**config.mk**
```make
export PLATFORM = sky130hd
export DESIGN_NAME = alu_muldiv_unit
export DESIGN_NICKNAME = d
export VERILOG_FILES = /design/src/rtl/mips_pkg.sv /design/src/rtl/muldiv_step.sv /design/src/rtl/alu_muldiv_unit.sv
export SDC_FILE = /design/constraint.sdc
export NUM_CORES = 1
export LEC_CHECK = 0
export BUFFER_PORTS_ARGS = -buffer_cell sky130_fd_sc_hd__buf_4
export CAP_MARGIN = 25
export CELL_PAD_IN_SITES_DETAIL_PLACEMENT = 1
export CELL_PAD_IN_SITES_GLOBAL_PLACEMENT = 1
export CORE_ASPECT_RATIO = 1.75
export CORE_MARGIN = 2
export CORE_UTILIZATION = 35
export DETAILED_ROUTE_END_ITERATION = 6
export GPL_TIMING_DRIVEN = 0
export PLACE_DENSITY = 0.66
export SYNTH_ARGS = -nofsm -noshare
export SYNTH_HDL_FRONTEND = slang
export SYNTH_SLANG_ARGS = --single-unit
```
**constraint.sdc**
```tcl
create_clock -name i_clk -period 4.47 [get_ports i_clk]
set_input_delay 0.2235 -clock i_clk [delete_from_list [all_inputs] [get_ports i_clk]]
set_output_delay 0.2235 -clock i_clk [all_outputs]
set_load 0.005 [all_outputs]
```
**src/rtl/mips_pkg.sv**
```systemverilog
// mips_pkg: shared funct codes, default datapath width and mul/div FSM states
package mips_pkg;
    localparam int DATA_W_DEF = 32;
    localparam logic [5:0] FN_MFHI  = 6'b010000;
    localparam logic [5:0] FN_MTHI  = 6'b010001;
    localparam logic [5:0] FN_MFLO  = 6'b010010;
    localparam logic [5:0] FN_MTLO  = 6'b010011;
    localparam logic [5:0] FN_MULT  = 6'b011000;
    localparam logic [5:0] FN_MULTU = 6'b011001;
    localparam logic [5:0] FN_DIV   = 6'b011010;
    localparam logic [5:0] FN_DIVU  = 6'b011011;
    typedef enum logic [1:0] {MD_IDLE, MD_CALC, MD_FIX} md_state_e;
endpackage

```
**src/rtl/muldiv_step.sv**
```systemverilog
// muldiv_step: one combinational radix-2 step of shift-add multiply or restoring divide
//  i_div        1  selects divide (1) or multiply (0)
//  i_acc, i_q   W  partial {acc,q}: product {hi,lo} or {remainder, dividend/quotient}
//  i_b          W  multiplicand / divisor magnitude
//  o_acc, o_q   W  next {acc,q}
module muldiv_step #(
    parameter int W = 32
) (
    input  logic         i_div,
    input  logic [W-1:0] i_acc,
    input  logic [W-1:0] i_q,
    input  logic [W-1:0] i_b,
    output logic [W-1:0] o_acc,
    output logic [W-1:0] o_q
);
    logic [W:0]   sum;
    logic [W:0]   shl;
    logic [W-1:0] diff;
    logic         ok;
    always_comb begin
        sum   = {1'b0, i_acc} + (i_q[0] ? {1'b0, i_b} : '0);
        shl   = {i_acc, i_q[W-1]};
        // low W bits of the true difference; only used when it is non-negative
        diff  = shl[W-1:0] - i_b;
        ok    = shl >= {1'b0, i_b};
        o_acc = i_div ? (ok ? diff : shl[W-1:0]) : sum[W:1];
        o_q   = i_div ? {i_q[W-2:0], ok} : {sum[0], i_q[W-1:1]};
    end
endmodule

```
**src/rtl/alu_muldiv_unit.sv**
```systemverilog
// alu_muldiv_unit: iterative MULT/MULTU/DIV/DIVU unit owning HI/LO, with MFxx/MTxx and stall
//  i_clk, i_rst_n      clock, async active-low reset
//  i_valid, i_func     EX holds an R-type op and its funct field
//  i_rs, i_rt          operand A / operand B
//  i_flush             abort the in-flight op
//  o_busy, o_stall     op in flight; hold the requesting instruction
//  o_done              HI/LO written this cycle
//  o_hi, o_lo          HI/LO registers
module alu_muldiv_unit
    import mips_pkg::*;
#(
    parameter int DATA_W = DATA_W_DEF,
    parameter int FUNC_W = 6,
    localparam int CNT_W = $clog2(DATA_W) + 1
) (
    input  logic              i_clk,
    input  logic              i_rst_n,
    input  logic              i_valid,
    input  logic [FUNC_W-1:0] i_func,
    input  logic [DATA_W-1:0] i_rs,
    input  logic [DATA_W-1:0] i_rt,
    input  logic              i_flush,
    output logic              o_busy,
    output logic              o_stall,
    output logic              o_done,
    output logic [DATA_W-1:0] o_hi,
    output logic [DATA_W-1:0] o_lo
);
    md_state_e           state_q, state_d;
    logic [CNT_W-1:0]    cnt_q, cnt_d;
    logic [DATA_W-1:0]   acc_q, acc_d, q_q, q_d, b_q, b_d, hi_q, hi_d, lo_q, lo_d;
    logic [DATA_W-1:0]   acc_s, q_s, mag_a, mag_b, fix_hi, fix_lo;
    logic [2*DATA_W-1:0] prod;
    logic                div_q, div_d, neg_q_q, neg_q_d, neg_r_q, neg_r_d;
    logic                idle, is_md, is_hilo, take, sgn, neg_a, neg_b;

    assign idle    = state_q == MD_IDLE;
    assign is_md   = i_func inside {FN_MULT, FN_MULTU, FN_DIV, FN_DIVU};
    assign is_hilo = is_md || (i_func inside {FN_MFHI, FN_MTHI, FN_MFLO, FN_MTLO});
    assign take    = idle && i_valid && !i_flush;
    // funct bit 0 marks the unsigned variants, bit 1 marks divide
    assign sgn     = !i_func[0];
    assign neg_a   = sgn && i_rs[DATA_W-1];
    assign neg_b   = sgn && i_rt[DATA_W-1];
    assign mag_a   = neg_a ? -i_rs : i_rs;
    assign mag_b   = neg_b ? -i_rt : i_rt;
    assign prod    = neg_q_q ? -{acc_q, q_q} : {acc_q, q_q};
    assign fix_hi  = div_q ? (neg_r_q ? -acc_q : acc_q) : prod[2*DATA_W-1:DATA_W];
    assign fix_lo  = div_q ? (neg_q_q ? -q_q : q_q) : prod[DATA_W-1:0];

    muldiv_step #(.W(DATA_W)) u_step (
        .i_div(div_q),
        .i_acc(acc_q),
        .i_q  (q_q),
        .i_b  (b_q),
        .o_acc(acc_s),
        .o_q  (q_s)
    );

    always_comb begin
        state_d = state_q;
        cnt_d   = cnt_q;
        acc_d   = acc_q;
        q_d     = q_q;
        b_d     = b_q;
        div_d   = div_q;
        neg_q_d = neg_q_q;
        neg_r_d = neg_r_q;
        hi_d    = hi_q;
        lo_d    = lo_q;
        case (state_q)
            MD_IDLE: begin
                if (take && is_md) begin
                    state_d = MD_CALC;
                    cnt_d   = CNT_W'(DATA_W);
                    acc_d   = '0;
                    q_d     = mag_a;
                    b_d     = mag_b;
                    div_d   = i_func[1];
                    // a zero divisor keeps the all-ones quotient positive; the
                    // remainder then re-signs back to the raw dividend
                    neg_q_d = (neg_a ^ neg_b) && (!i_func[1] || (|i_rt));
                    neg_r_d = neg_a && i_func[1];
                end
                hi_d = (take && i_func == FN_MTHI) ? i_rs : hi_q;
                lo_d = (take && i_func == FN_MTLO) ? i_rs : lo_q;
            end
            MD_CALC: begin
                acc_d   = acc_s;
                q_d     = q_s;
                cnt_d   = cnt_q - CNT_W'(1);
                state_d = (cnt_q == CNT_W'(1)) ? MD_FIX : MD_CALC;
            end
            MD_FIX: begin
                state_d = MD_IDLE;
                hi_d    = fix_hi;
                lo_d    = fix_lo;
            end
            default: state_d = MD_IDLE;
        endcase
        if (i_flush && !idle) begin
            state_d = MD_IDLE;
            hi_d    = hi_q;
            lo_d    = lo_q;
        end
    end

    always_ff @(posedge i_clk or negedge i_rst_n) begin
        if (!i_rst_n) begin
            state_q <= MD_IDLE;
            cnt_q   <= '0;
            acc_q   <= '0;
            q_q     <= '0;
            b_q     <= '0;
            div_q   <= 1'b0;
            neg_q_q <= 1'b0;
            neg_r_q <= 1'b0;
            hi_q    <= '0;
            lo_q    <= '0;
        end else begin
            state_q <= state_d;
            cnt_q   <= cnt_d;
            acc_q   <= acc_d;
            q_q     <= q_d;
            b_q     <= b_d;
            div_q   <= div_d;
            neg_q_q <= neg_q_d;
            neg_r_q <= neg_r_d;
            hi_q    <= hi_d;
            lo_q    <= lo_d;
        end
    end

    assign o_busy  = !idle;
    assign o_stall = o_busy && i_valid && is_hilo;
    assign o_done  = state_q == MD_FIX && !i_flush;
    assign o_hi    = hi_q;
    assign o_lo    = lo_q;
endmodule

```
==> results of run 1 <==
[logic make-up after synthesis]
family / after synthesis / share of synthesized area, %
simple gates: 653 / 21.11
compound gates: 605 / 26.17
buf+inv: 176 / 4.636
flops: 171 / 28.93
xor+xnor: 167 / 9.889
fa+ha+maj: 72 / 6.192
mux: 45 / 3.071
[power breakdown]
part | switching (mW) | internal, mW | leakage [nW]
registers | 0.830 | 1.95 | 2.12
clock network | 0.831 | 0.765 | 0.300
logic | 4.19 | 2.53 | 4.92
[cells in the mapped netlist, drive strengths merged (57+ instances only)]
| library cell | number | area (um^2) |
|---|---|---|
| xnor2 | 86 | 753.2 |
| ha | 70 | 875.8 |
| nor2 | 197 | 749.5 |
| clkbuf | 96 | 360.4 |
| dfrtp | 171 | 4279 |
| a211oi | 57 | 432.9 |
| o21ai | 172 | 860.8 |
| inv | 62 | 232.7 |
| xor2 | 81 | 709.4 |
| nand2 | 206 | 773.2 |
| a21oi | 163 | 830.8 |
[cells in the final DEF, fill, tap and decap left out, types with 11 or more instances in the layout]
master | netlist | final
or3_1 | 18 | 18
and3_1 | 16 | 16
a31oi_1 | 18 | 18
o21bai_1 | 12 | 12
buf_4 | 4 | 141
a21o_1 | 36 | 36
inv_1 | 62 | 62
nor3_1 | 41 | 41
mux2i_1 | 42 | 42
clkbuf_1 | 96 | 94
a21oi_1 | 161 | 161
o41ai_1 | 11 | 11
ha_1 | 70 | 70
nand2_1 | 206 | 206
nand2b_1 | 21 | 21
or4_1 | 17 | 17
nor4_1 | 15 | 15
xnor2_1 | 86 | 86
o21a_1 | 12 | 12
dfrtp_1 | 171 | 170
nor2b_1 | 25 | 25
nand3_1 | 40 | 40
xor2_1 | 81 | 81
o211ai_1 | 12 | 12
nor2_1 | 195 | 195
o31ai_1 | 22 | 22
o21ai_0 | 162 | 162
clkbuf_16 | 0 | 17
a211oi_1 | 56 | 56
and2_1 | 11 | 11
[layer usage]
metal | global-route usage (%) | wire, um | up-vias
li1 | - | - | 7116
met1 | 29.05 | 23430 | 7523
met2 | 62.84 | 37940 | 461
met3 | 5.002 | 2572 | 237
met4 | 28.18 | 7029 | 2
met5 | 0 | 13 | -
[final timing paths]
kind	start	endpoint	cells past startpoint
max	q_q[0]	acc_q[21]	13
min	i_rt[30]	b_q[30]	3
max reg2reg	q_q[0]	acc_q[21]	13
min reg2reg	o_lo[26]	o_lo[26]	2
max in group asynchronous	i_rst_n	q_q[0]	3
min in group asynchronous	i_rst_n	q_q[12]	2
[cell type report]
type	count	share of cell area, %
multi-input combinational	1542	57.15
timing repair buffer	140	6.283
sequential	171	24.88
clock buffer	17	2.472
antenna	1	0.01454
buffer	114	2.647
inverter	62	1.353
clock inverter	15	1.171
tap	555	4.036
[state kept, by name, indices dropped and copies added (netlist names)]
name     count
q_q         32
state_q      2
o_lo        32
neg_r_q      1
acc_q       32
div_q        1
b_q         32
o_hi        32
neg_q_q      1
cnt_q        6
[per-stage QoR]
stage / hold WS, ns / area, um^2
global placement: 0.4603 / 16510
detailed placement: 0.2418 / 16550
CTS: 0.03850 / 17190
global route: 0.05429 / 17200
floorplan: -0.07209 / 14790
finish: 0.04071 / 17210
[worst max-delay path: stages (launching register included)]
cell      delay (ns)
dfrtp_2         0.57
inv_1           0.22
clkbuf_2        0.34
nor2_1          0.10
ha_1            0.35
nor2b_1         0.25
o31ai_1         0.17
a311oi_1        0.60
o21ai_0         0.32
o211ai_1        0.32
and2_1          0.24
xnor2_1         0.16
o21ai_0         0.11
a221o_1         0.37
[repair_timing]
action	in CTS	in global routing
hold endpoints to repair	80	0
endpoints found under the setup margin	9	5
hold buffers	1	0
resized for setup	2	2
cloned	0	0
==> run summary, run 1 <==
RSZ-0062 raised after global routing: no
Maximum fanout along the worst path: 10
Relative slew slack: 32.00%
Antenna violations before repair: 2
Dpl cells: 2582
Seq/Total Area, Yosys: 28.93%
First-pass GRT wire length: 105400 um
Clock Latency Late Sink: 0.48 ns
Die W: 159.4 um
Status: finished clean
WL per Instance: 27.12 um
Power consumption: 11.10 mW
Initial DRC Count: 704
Power Dens Cells: 644.8 nW/um^2
Non-Filler Instances: 2617
Maximum vdd ir drop: 0.0002909 V
TNS Setup: 0 ns
Die Ht: 275.9 um
Cell area after synthesis: 14790 um^2
Global route overflow: 0
Detailed-route vias per instance: 5.861
Via Count: 15340
Tmin final: 4.244 ns
#FFs+latches synth: 171
Fin util: 41.22%
Crit Path Class: register to register
Setup ws final: 0.2262 ns
Place WS: -0.1843 ns
Register area: 4280 um^2
Number of max-cap violations: 0
Vias in the first global route: 16430
H-tree levels: 4
Top FF cell, synth: dfrtp_1
Placer Congestion: 0.9914
Reg clk slew, reported paths: 0.08 ns
Area Overhead vs Synth: 16.34%
Post-CTS setup buffers: 0
Netlist cell types: 85
EDFF count, synth: 0
Post-Synthesis Cells: 1889
Largest net degree at the start of global routing: 92
Clock tree from TritonCTS: built
Core Rows: 99
Max Fclk: 0.2356 GHz
Setup Viol. Count Final: 0
Pleak: 7.339 nW
DRT Pass-1 Iters: 5
Ys async rst share: 100.0%
Worst hold path class: input port to register
Pins Over Slew Limit: 0
DRC errors left: 0
Core Region: 41740 um^2
Fin crit share: 94.94%
Reg2reg setup slack: 0.23 ns
CP startpoint kind: register
CP required: 4.83 ns
Worst Setup End Kind: register
Area occupied by multi-input gates: 9833 um^2
Drt total wl: 70980 um
Dpl hpwl: 58430 um
Clock buffer depth: 2
Net Count, Synth: 2035
# IOs: 141
Clock Tree Root: clkbuf_16
Starting density of the core: 35.43%
Final ANT Viol Nets: 0
Slew @ Worst Pin: 1.016 ns
Clk sinks: 171
Num CTS Buffers: 17
Fin nets: 2194
Gr usage total: 32.39%
Fill cells: 5151
Final Hold Viols: 0
CP arrival: 4.60 ns
Warnings from Yosys: 0
Die footprint: 43980 um^2
Post-Syn Area per Cell: 7.830 um^2
Share of post-route cells with drive strength above 1: 10.77%
Worst Skew: 0.01488 ns
# port buffers: 137
(Power assumes the default switching activity.)
==> inputs of run 2 (changes only) <==
- CTS_CLUSTER_SIZE: not set -> 40
- SLEW_MARGIN: not set -> 0
- clock period: 4.47 -> 5 ns (I/O delays scaled with it)
==> run 2 against run 1 <==
The flow now finishes with violations (DRC). Wire length decreased by 0.13%. Critical path depth stayed put. Via count barely moved. Combinational power fell by 11%. Clock skew barely moved. Highest routed layer unchanged.
==> run summary, run 2 (synthesized netlist as in run 1, its figures left out) <==
Core Region: 41740 um^2 (unchanged)
Clock buffer depth: 2 (unchanged)
Number of max-cap violations: 0 (unchanged)
Place WS: 0.3457 ns (was -0.1843 ns)
Drt total wl: 70890 um (was 70980 um)
CP required: 5.35 ns (was 4.83 ns)
Core Rows: 99 (unchanged)
Status: finished with violations (was finished clean)
Setup ws final: 0.3254 ns (was 0.2262 ns)
R2R cell count: 13 (unchanged)
CP startpoint kind: register (unchanged)
Maximum vdd ir drop: 0.0002568 V (was 0.0002909 V)
Setup Viol. Count Final: 0 (unchanged)
# IOs: 141 (unchanged)
Worst reg2reg endpoint: acc_q[21] (unchanged)
Pleak: 7.334 nW (was 7.339 nW)
DRT Pass-1 Iters: 7 (was 5)
Die footprint: 43980 um^2 (unchanged)
R2r startpoint: q_q[0] (unchanged)
TNS Setup: 0 ns (unchanged)
CP arrival: 5.03 ns (was 4.60 ns)
Initial DRC Count: 707 (was 704)
Fin nets: 2194 (unchanged)
Slew @ Worst Pin: 1.019 ns (was 1.016 ns)
Die W: 159.4 um (unchanged)
Clk sinks: 171 (unchanged)
Largest net degree at the start of global routing: 92 (unchanged)
Reg2reg setup slack: 0.33 ns (was 0.23 ns)
H-tree levels: 4 (unchanged)
Tmin final: 4.675 ns (was 4.244 ns)
Worst hold path class: input port to register (unchanged)
Die Ht: 275.9 um (unchanged)
Final ANT Viol Nets: 0 (unchanged)
Clock tree from TritonCTS: built (unchanged)
Fin crit share: 93.49% (was 94.94%)
Starting density of the core: 35.43% (unchanged)
Pins Over Slew Limit: 0 (unchanged)
Antenna violations before repair: 2 (unchanged)
CP endpoint: acc_q[21] (unchanged)
Relative slew slack: 31.80% (was 32.00%)
Gr usage total: 32.39% (unchanged)
WL per Instance: 27.09 um (was 27.12 um)
Worst Skew: 0.01484 ns (was 0.01488 ns)
Dpl hpwl: 58430 um (unchanged)
Maximum fanout along the worst path: 10 (unchanged)
Commonest non-fill, non-tap cell in the layout: nand2_1 (unchanged)
# port buffers: 137 (unchanged)
Detailed-route vias per instance: 5.857 (was 5.861)
Power Dens Cells: 575.9 nW/um^2 (was 644.8 nW/um^2)
Vias in the first global route: 16430 (unchanged)
Crit Path Class: register to register (unchanged)
Final Hold Viols: 0 (unchanged)
Commonest non-fill, non-tap cells in the layout: nand2_1, nor2_1, dfrtp_1 (unchanged)
RSZ-0062 raised after global routing: no (unchanged)
Failing checks: DRC
Num CTS Buffers: 17 (unchanged)
Global route overflow: 0 (unchanged)
Max Fclk: 0.2139 GHz (was 0.2356 GHz)
Via Count: 15330 (was 15340)
Fill cells: 5152 (was 5151)
Share of post-route cells with drive strength above 1: 10.63% (was 10.77%)
Area Overhead vs Synth: 16.31% (was 16.34%)
DRC errors left: 1 (was 0)
Clock Tree Root: clkbuf_16 (unchanged)
CP Launch Point: q_q[0] (unchanged)
Placer Congestion: 0.9914 (unchanged)
First-pass GRT wire length: 105400 um (unchanged)
Clock Latency Late Sink: 0.47 ns (was 0.48 ns)
Worst Setup End Kind: register (unchanged)
Reg clk slew, reported paths: 0.08 ns (about the same)
run 2: worst max-delay path, cell delays in order (launching register included):
cell and delay (ns):
dfrtp_1 0.67, inv_1 0.29, clkbuf_1 0.55, nor2_1 0.12, ha_1 0.37, nor2b_1 0.25, o31ai_1 0.17, a311oi_1 0.62
o21ai_0 0.32, o211ai_1 0.33, and2_1 0.24, xnor2_1 0.16, o21ai_0 0.11, a221o_1 0.37
run 2: layer usage:
layer	vias up	track usage (%)	wire length [um]
met4	2	28.18	7052
met5	-	0	13
li1	7113	-	-
met2	474	62.84	37930
met3	239	5.002	2585
met1	7500	29.05	23310
run 2: area by class of cell:
| class | count | area, um^2 | share of cell area [%] |
|---|---|---|---|
| well taps | 555 | 694.4 | 4.037 |
| flip-flops and latches | 171 | 4279 | 24.87 |
| multi-input cells | 1542 | 9833 | 57.16 |
| repair buffers | 140 | 1081 | 6.284 |
| inverters | 62 | 232.7 | 1.353 |
| clock buffers | 17 | 425.4 | 2.473 |
| clock inverters | 15 | 201.4 | 1.171 |
| plain buffers | 114 | 452.9 | 2.633 |
| diodes | 1 | 2.502 | 0.01455 |
run 2: worst min-delay path by stage:
stage          cells after the start  startpoint        to
3_3_place_gp                       2     b_q[13]   b_q[13]
2_1_floorplan                      0     i_rst_n  acc_q[0]
3_5_place_dp                       1     i_rst_n   q_q[12]
5_1_grt                            3    i_rt[30]   b_q[30]
4_1_cts                            3    i_rt[30]   b_q[30]
6_report                           3    i_rt[30]   b_q[30]
run 2: what timing repair did:
action | 4_1_cts | 5_1_grt
gates resized for setup | 0 | 1
hold buffers | 1 | 0
endpoints found under the hold margin | 80 | 0
buffers inserted | 0 | 0
endpoints found under the setup margin | 0 | 1
run 2: where the power goes:
part	total [mW]	switching, mW	internal, mW
clock	1.42	0.740	0.684
combinational	6.00	3.74	2.26
sequential	2.49	0.741	1.74
total	9.91	5.22	4.69
run 2: metrics by stage:
stage	area [um^2]	util (%)	power (mW)	hold slack, ns	instances
2_1_floorplan	14790	-	6.170	-0.04559	1889
3_3_place_gp	16510	39.56	8.328	0.4603	2581
3_5_place_dp	16550	39.64	8.422	0.2683	2582
4_1_cts	17190	41.17	9.859	0.06500	2615
5_1_grt	17200	41.20	10.56	0.08079	2616
6_report	17200	41.21	9.907	0.07129	2617
==> inputs of run 3 (changes only) <==
- CELL_PAD_IN_SITES_GLOBAL_PLACEMENT: 1 -> 2
- GPL_TIMING_DRIVEN: 0 -> not set
- PLACE_DENSITY: 0.66 -> 0.79
- clock period: 5 -> 4.75 ns (I/O delays scaled with it)
==> run 3 against run 2 <==
The run now ends clean. Maximum frequency grew 19%. Setup slack gained 0.51 ns. Clock power grew 6%. Largest power group unchanged. Via count shrank 3.0%. Clock skew grew 0.0062 ns. First-iteration DRC count grew 1.8%. Largest cell class unchanged. Combinational power is essentially flat. Non-clock buffer count shrank 88. Global-route usage shrank 3.4 points. Design area shrank 1.3%. Sequential power grew 5%.
==> run summary, run 3 (synthesized netlist as in run 1, its figures left out) <==
Max Fclk: 0.2555 GHz (was 0.2139 GHz)
Core Rows: 99 (unchanged)
Worst path max stage delay: 0.62 ns (was 0.67 ns)
CP required: 5.13 ns (was 5.35 ns)
Fin crit share: 82.41% (was 93.49%)
DRT Pass-1 Iters: 5 (was 7)
Clock Tree Root: clkbuf_16 (unchanged)
WL per Instance: 25.22 um (was 27.09 um)
TNS Setup: 0 ns (unchanged)
Largest net degree at the start of global routing: 87 (was 92)
Vias in the first global route: 15770 (was 16430)
H-tree levels: 4 (unchanged)
CP startpoint kind: register (unchanged)
Share of post-route cells with drive strength above 1: 12.16% (was 10.63%)
Crit-path cells: inv_1, buf_4, nor2_1, ha_1, nor2b_1, o31ai_1, a311oi_1, o21ai_0, o211ai_1, and2_1, xnor2_1, o21ai_0, a221o_1 (was inv_1, clkbuf_1, nor2_1, ha_1, nor2b_1, o31ai_1, a311oi_1, o21ai_0, o211ai_1, and2_1, xnor2_1, o21ai_0, a221o_1)
Drt total wl: 63790 um (was 70890 um)
Place WS: 0.8901 ns (was 0.3457 ns)
Tmin final: 3.914 ns (was 4.675 ns)
Final Hold Viols: 0 (unchanged)
Min-delay src: i_rt[30] (unchanged)
Placer Congestion: 0.9235 (was 0.9914)
Dpl cells: 2494 (was 2582)
Worst reg2reg endpoint: acc_q[21] (unchanged)
Commonest non-fill, non-tap cells in the layout: nand2_1, nor2_1, dfrtp_1 (unchanged)
Post-CTS setup buffers: 0 (unchanged)
Antenna violations before repair: 0 (was 2)
Clock Latency Late Sink: 0.48 ns (was 0.47 ns)
R2R cell count: 13 (unchanged)
# port buffers: 140 (was 137)
Non-Filler Instances: 2529 (was 2617)
Status: finished clean (was finished with violations)
Clock buffer depth: 2 (unchanged)
First-pass GRT wire length: 96000 um (was 105400 um)
Worst Skew: 0.02102 ns (was 0.01484 ns)
Reg clk slew, reported paths: 0.09 ns (was 0.08 ns)
Clk sinks: 171 (unchanged)
Die W: 159.4 um (unchanged)
Area Overhead vs Synth: 14.80% (was 16.31%)
Cell mode on critical path: o21ai_0 (unchanged)
# IOs: 141 (unchanged)
Hold buffers post-CTS: 1 (unchanged)
Gr usage total: 29.00% (was 32.39%)
Dpl hpwl: 50480 um (was 58430 um)
Worst hold path endpoint: b_q[30] (unchanged)
R2r startpoint: q_q[0] (unchanged)
Die Ht: 275.9 um (unchanged)
Relative slew slack: 34.38% (was 31.80%)
Crit Path Class: register to register (unchanged)
Core Region: 41740 um^2 (unchanged)
Starting density of the core: 35.43% (unchanged)
DRC errors left: 0 (was 1)
Via Count: 14860 (was 15330)
Final ANT Viol Nets: 0 (unchanged)
Hold Path Depth: 3 (unchanged)
Pins Over Slew Limit: 0 (unchanged)
CP max-delay cell: a311oi_1 (was dfrtp_1)
Setup ws final: 0.8357 ns (was 0.3254 ns)
RSZ-0062 raised after global routing: no (unchanged)
Pleak: 7.302 nW (was 7.334 nW)
Detailed-route vias per instance: 5.877 (was 5.857)
Worst hold path class: input port to register (unchanged)
Commonest non-fill, non-tap cell in the layout: nand2_1 (unchanged)
Die footprint: 43980 um^2 (unchanged)
Initial DRC Count: 720 (was 707)
Maximum vdd ir drop: 0.0003472 V (was 0.0002568 V)
Clock tree from TritonCTS: built (unchanged)
Setup Viol. Count Final: 0 (unchanged)
Reg2reg setup slack: 0.84 ns (was 0.33 ns)
Num CTS Buffers: 17 (unchanged)
Global route overflow: 0 (unchanged)
CP arrival: 4.29 ns (was 5.03 ns)
Slew @ Worst Pin: 0.9822 ns (was 1.019 ns)
Power Dens Cells: 596.9 nW/um^2 (was 575.9 nW/um^2)
Worst Setup End Kind: register (unchanged)
Maximum fanout along the worst path: 30 (was 10)
Number of max-cap violations: 0 (unchanged)
Fin nets: 2106 (was 2194)
Number of gates resized after cts: 0 (unchanged)
Fill cells: 5149 (was 5152)
-- run 3: cell count changes in the layout (fill, tap and decap cells not counted), moves of 2 or more --
cell	delta
inv_6	-3
buf_12	+2
nor2b_1	-2
buf_2	-8
buf_6	+2
buf_1	-6
nor2b_4	+2
clkbuf_1	-96
inv_8	+3
clkinv_8	-3
buf_4	+20
-- run 3: critical path: cells and delay by family, from the launching register on --
| family | cells | cell delay, ns |
|---|---|---|
| flops | 1 | 0.47 |
| simple gates | 3 | 0.61 |
| fa+ha+maj | 1 | 0.34 |
| xor+xnor | 1 | 0.13 |
| buf+inv | 2 | 0.45 |
| compound gates | 6 | 1.80 |
-- run 3: layout make-up --
| type | count | area, um^2 | area share, % |
|---|---|---|---|
| Antenna cell | 1 | 2.502 | 0.01474 |
| Clock buffer | 17 | 425.4 | 2.505 |
| Clock inverter | 15 | 192.7 | 1.135 |
| Inverter | 62 | 232.7 | 1.371 |
| Multi-Input combinational cell | 1542 | 9868 | 58.12 |
| Sequential cell | 171 | 4283 | 25.22 |
| Tap cell | 555 | 694.4 | 4.090 |
| Timing Repair Buffer | 166 | 1281 | 7.546 |
-- run 3: through the flow --
| step | util [%] | total power [mW] | cell area [um^2] | hold WS [ns] |
|---|---|---|---|---|
| 3_3_place_gp | 39.12 | 8.484 | 16330 | 0.3578 |
| 2_1_floorplan | - | 6.495 | 14790 | -0.05809 |
| 5_1_grt | 40.67 | 10.82 | 16980 | 0.03834 |
| 6_report | 40.68 | 10.14 | 16980 | 0.04012 |
| 4_1_cts | 40.65 | 10.12 | 16970 | 0.02389 |
| 3_5_place_dp | 39.15 | 8.585 | 16340 | 0.3601 |
-- run 3: power breakdown --
group | total (mW) | internal (mW) | switching, mW
Clock | 1.51 | 0.720 | 0.792
Sequential | 2.61 | 1.84 | 0.768
Combinational | 6.02 | 2.37 | 3.64
Total | 10.1 | 4.93 | 5.20
-- run 3: worst max path at each step --
stage,start,endpoint,slack [ns],depth (start not counted)
6_report,q_q[0],acc_q[21],0.84,13
2_1_floorplan,q_q[0],acc_q[16],1.72,12
4_1_cts,q_q[0],acc_q[29],0.88,13
3_3_place_gp,acc_q[15],acc_q[30],0.92,11
3_5_place_dp,q_q[0],acc_q[29],0.89,13
5_1_grt,q_q[0],acc_q[21],0.53,13
-- run 3: routing by layer --
layer | global-route usage, % | part of all wire [%] | vias up
met5 | 0 | 0 | -
met4 | 24.88 | 9.6 | 0
met3 | 3.714 | 3.0 | 188
met2 | 55.48 | 53 | 396
met1 | 27.25 | 35 | 7336
li1 | - | - | 6942
